**src/rtl/clf_head_mac_scheduler.sv**
```systemverilog
// Classifier-head scheduler: drives one shared MAC through bias load plus E multiply-accumulates
// per class, then streams each finished logit out through a single valid/ready output slot.
module clf_head_mac_scheduler #(
    parameter int unsigned E           = 128,
    parameter int unsigned NUM_CLASSES = 1000,
    parameter int unsigned ACC_WIDTH   = 32,
    localparam int unsigned XW = (E > 1) ? $clog2(E) : 1,
    localparam int unsigned WW = (E * NUM_CLASSES > 1) ? $clog2(E * NUM_CLASSES) : 1,
    localparam int unsigned CW = (NUM_CLASSES > 1) ? $clog2(NUM_CLASSES) : 1
) (
    input  logic                 clk,
    input  logic                 rst_n,
    input  logic                 start,
    output logic                 busy,
    output logic                 done,
    output logic                 mem_rd_en,
    output logic [XW-1:0]        x_addr,
    output logic [WW-1:0]        w_addr,
    output logic [CW-1:0]        b_addr,
    output logic                 mac_load,
    output logic                 mac_en,
    input  logic [ACC_WIDTH-1:0] acc_in,
    output logic                 logit_valid,
    input  logic                 logit_ready,
    output logic [ACC_WIDTH-1:0] logit_data,
    output logic [CW-1:0]        logit_class,
    output logic                 logit_last
);

    typedef enum logic [2:0] {StIdle, StBias, StMac, StPipe, StCap, StFlush} state_t;

    state_t               state_q, state_d;
    logic [CW-1:0]        c_q, c_d;
    logic [XW-1:0]        e_q, e_d;
    logic [WW-1:0]        w_off_q, w_off_d;
    logic                 mac_load_q, mac_en_q;
    logic                 valid_q;
    logic [ACC_WIDTH-1:0] data_q;
    logic [CW-1:0]        class_q;
    logic                 last_q;
    logic                 fire, slot_free, load_slot;

    assign fire      = valid_q && logit_ready;
    assign slot_free = !valid_q || logit_ready;

    always_comb begin
        state_d   = state_q;
        c_d       = c_q;
        e_d       = e_q;
        w_off_d   = w_off_q;
        load_slot = 1'b0;
        done      = 1'b0;
        unique case (state_q)
            StIdle: begin
                if (start) begin
                    state_d = StBias;
                    c_d     = '0;
                end
            end
            StBias: begin
                state_d = StMac;
                e_d     = '0;
                w_off_d = WW'(c_q);
            end
            StMac: begin
                // Weight address walks down column c in strides of NUM_CLASSES.
                if (e_q == XW'(E - 1)) begin
                    state_d = StPipe;
                end else begin
                    e_d     = e_q + 1'b1;
                    w_off_d = w_off_q + WW'(NUM_CLASSES);
                end
            end
            StPipe: state_d = StCap;
            StCap: begin
                // No reads or strobes while waiting, so the accumulator holds its value.
                if (slot_free) begin
                    load_slot = 1'b1;
                    if (c_q == CW'(NUM_CLASSES - 1)) begin
                        state_d = StFlush;
                    end else begin
                        c_d     = c_q + 1'b1;
                        state_d = StBias;
                    end
                end
            end
            StFlush: begin
                if (fire) begin
                    done    = 1'b1;
                    state_d = StIdle;
                end
            end
            default: state_d = StIdle;
        endcase
    end

    always_comb begin
        busy      = (state_q != StIdle);
        mem_rd_en = (state_q == StBias) || (state_q == StMac);
        b_addr    = (state_q == StBias) ? c_q : '0;
        x_addr    = (state_q == StMac) ? e_q : '0;
        w_addr    = (state_q == StMac) ? w_off_q : '0;
    end

    always_ff @(posedge clk) begin
        if (!rst_n) begin
            state_q    <= StIdle;
            c_q        <= '0;
            e_q        <= '0;
            w_off_q    <= '0;
            mac_load_q <= 1'b0;
            mac_en_q   <= 1'b0;
            valid_q    <= 1'b0;
            data_q     <= '0;
            class_q    <= '0;
            last_q     <= 1'b0;
        end else begin
            state_q    <= state_d;
            c_q        <= c_d;
            e_q        <= e_d;
            w_off_q    <= w_off_d;
            // SRAM data lands one cycle after the read, so strobes trail the read by one cycle.
            mac_load_q <= (state_q == StBias);
            mac_en_q   <= (state_q == StMac);
            if (load_slot) begin
                valid_q <= 1'b1;
                data_q  <= acc_in;
                class_q <= c_q;
                last_q  <= (c_q == CW'(NUM_CLASSES - 1));
            end else if (fire) begin
                valid_q <= 1'b0;
            end
        end
    end

    assign mac_load    = mac_load_q;
    assign mac_en      = mac_en_q;
    assign logit_valid = valid_q;
    assign logit_data  = data_q;
    assign logit_class = class_q;
    assign logit_last  = last_q;

endmodule

```
**config.mk**
```make
export PLATFORM = sky130hd
export DESIGN_NAME = clf_head_mac_scheduler
export DESIGN_NICKNAME = d
export VERILOG_FILES = /design/src/rtl/clf_head_mac_scheduler.sv
export SDC_FILE = /design/constraint.sdc
export NUM_CORES = 1
export LEC_CHECK = 0
export BUFFER_PORTS_ARGS = -buffer_cell sky130_fd_sc_hd__buf_2
export CAP_MARGIN = 20
export CORE_ASPECT_RATIO = 1.25
export CORE_UTILIZATION = 40
export CTS_CLUSTER_DIAMETER = 50
export DETAILED_ROUTE_END_ITERATION = 6
export GPL_ROUTABILITY_DRIVEN = 0
export PLACE_DENSITY = 0.67
export SLEW_MARGIN = 5
export SYNTH_ARGS = -nofsm -noshare
export SYNTH_HDL_FRONTEND = slang
export SYNTH_SLANG_ARGS = --single-unit
```
**constraint.sdc**
```tcl
create_clock -name clk -period 1.7 [get_ports clk]
set_input_delay 0 -clock clk [delete_from_list [all_inputs] [get_ports clk]]
set_output_delay 0 -clock clk [all_outputs]
set_load 0.005 [all_outputs]
```
==> metrics.csv <==
metric;value;unit
layout cells sized above 1;31.2;%
worst path arrival time;1910;ps
Yosys warnings;0;
achievable clock frequency;609;MHz
clock network latency to the later pin of the worst-skew pair;330;ps
fillcell total;831;
PnR worst setup slack;56.7;ps
count of state elements after synthesis;83;
largest net degree at the start of global routing;44;
Syn Nets;523;
top cells by area, synth;dfxtp_1 (43%), nand2_1 (11%), a21oi_1 (8.7%);
final worst path period need;1640;ps
PD cells;782;nW/um^2
CP top delay family;simple AND/OR/NAND/NOR gates;
CP Capture Type;register;
setup TNS;0;ps
Routed WL per cell;14.4;um
Worst-Margin Slew;518;ps
DR vias;4151;
Initial Util;41.7;%
worst vdd ir;0.000632;V
H-tree Lvls;3;
status;completed;
count leader, synth;nand2_1;
Initial DRC Count;118;
fraction of registers with async set/reset;0;%
CTS root buffer;clkbuf_16;
Post-synth top cells;nand2_1 (111), dfxtp_1 (83), a21oi_1 (67), and2_1 (30), clkbuf_1 (20);
crit-path max cell delay;500;ps
number of unique standard cell types used by synthesis;55;
final setup fails;0;
max-slew violations;0;
gr usage total;22.1;%
HP Class;input pin to register;
via/cell ratio;5.26;
overflow left after global routing;0;
row cnt;39;
Synth-to-Final Area Change;43.8;%
Final Cell Area;5550;sq um
Antenna Nets Post-Route;0;
clk_skew;9.39;ps
DP Worst Slack;21.8;ps
share of the synthesized area in the top cell type;43.0;%
RSZ-0062 raised after global routing;true;
static leakage;2.36;nW
Antenna Cells;0;
vias in the first global route;3933;
synthesized cell area;3860;sq um
first-pass GRT wire length;18300;um
CORE AREA;9270;sq um
startpoint types;register;
area leader, netlist;dfxtp_1;
maxcap violations;0;
Clock Pin Slew Worst Setup and Hold Paths;70;ps
TritonCTS Buffers;9;
cells after synthesis;484;
critical-path cell list;ha_1 > nand2_4 > nor3_2 > buf_12 > or4_1 > a21oi_2;
I/O Buffers;118;
crit path buf inv count;1;
Post-synth top flop;dfxtp_1;
Post-Syn Area per Cell;7.98;sq um
DRC viols;0;
die width;89.9;um
Ports;119;
Seq/Total Area, Yosys;43.0;%
CP max stage cell;or4_1;
Vert. Die Dim;112;um
CTS tree;done;
DR pass1 iterations;4;
Fin. Hold Viols;0;
Final period util;96.7;%
# nets final;700;
total wire length;11400;um
dpl cell area;4750;sq um
WS Path Type;register to register;
clk buf depth;2;
number of synthesized flops with an enable pin;0;
DP HPWL;7470;um
antenna violations before repair;0;
clk sinks;83;
CP Max Fanout;21;
slew margin rel.;65.3;%
die area;10100;sq um
Req. time, crit path;1970;ps
-- worst min-delay path, cell delays in order --
cell and delay [ps]:
buf_2 190, nand2_1 100, o2bb2ai_1 50
-- where the power goes --
group	total, mW	internal, mW	leakage (nW)	switching (mW)
Combinational	0.531	0.262	1.56	0.269
Clock	1.80	0.997	0.132	0.808
Sequential	2.01	1.98	0.672	0.0312
Total	4.34	3.23	2.36	1.11
-- layout make-up --
class / instances / area (sq um) / area share (%)
repair buffers: 200 / 1370 / 24.6
multi-input cells: 357 / 2050 / 36.9
clock buffers: 9 / 225 / 4.05
flip-flops and latches: 83 / 1670 / 30.1
well taps: 123 / 154 / 2.77
clock inverters: 7 / 51.3 / 0.924
inverters: 10 / 37.5 / 0.676
-- metal layers --
| layer | track usage (%) | wire, um | vias up |
|---|---|---|---|
| met1 | 25.3 | 4680 | 1945 |
| met3 | 4.85 | 611 | 25 |
| met4 | 9.68 | 280 | 0 |
| met5 | 0 | 0 | - |
| met2 | 39.4 | 5820 | 145 |
| li1 | - | - | 2036 |
-- sequential cells by signal, summed over array words and instances (netlist names) --
name and flops:
logit_data 32, mac_en 1, c_q 10, mac_load 1, logit_valid 1, e_q 7, w_off_q 17, logit_class 10
logit_last 1, state_q 3
-- what timing repair did --
action                     in CTS  in global routing
setup endpoints to repair      21                 66
hold buffers                   32                  0
gates cloned                    0                  2
pin swaps                       0                  6
hold endpoints to repair       32                  0
gates resized for setup         4                 23
buffers inserted                2                  9
-- cells by family after synthesis --
logic type | share of synthesized area (%)
xor gates and xnor gates | 0.227
adders and majority gates | 0.972
AOI/OAI and AO/OA | 18.8
and+or+nand+nor | 29.1
DFF | 43.0
buffers and inverters | 5.44
muxes | 2.36
-- through the flow --
| step | hold WS (ps) | power (mW) | utilization (%) | cells |
|---|---|---|---|---|
| floorplan | 101 | 2.28 | - | 484 |
| global placement | 239 | 2.45 | 51.3 | 728 |
| detailed placement | 246 | 2.46 | 51.3 | 728 |
| CTS | 33.6 | 4.32 | 58.0 | 778 |
| global route | 56.4 | 4.51 | 59.9 | 789 |
| finish | 45.6 | 4.34 | 59.9 | 789 |
-- cells in the final DEF (no fill, tap or decap), drive strengths merged, types with 3 or more instances in the layout --
cell type and n:
clkbuf 10, clkinv 3, buf 167, and2 30, dlygate4sd3 32, or3 13, dfxtp 83, o31a 3
ha 3, o211ai 5, mux2i 8, nand2 111, a21oi 67, nand2b 4, o31ai 12, nand3 14
or4 11, inv 12, nor3b 5, nand4 3, nor4 6, a211oi 3, nor2 17, nor2b 3
o21ai 11
-- final timing paths --
| path | from | to | slack, ps | cells after the start |
|---|---|---|---|---|
| setup / recovery | e_q[1] | w_off_q[11] | 60 | 6 |
| hold / removal | rst_n | w_off_q[7] | 50 | 3 |
| setup reg to reg | e_q[1] | w_off_q[11] | 60 | 6 |
| hold reg to reg | w_off_q[2] | w_off_q[2] | 450 | 2 |
Power figures use the tool's default switching activity.
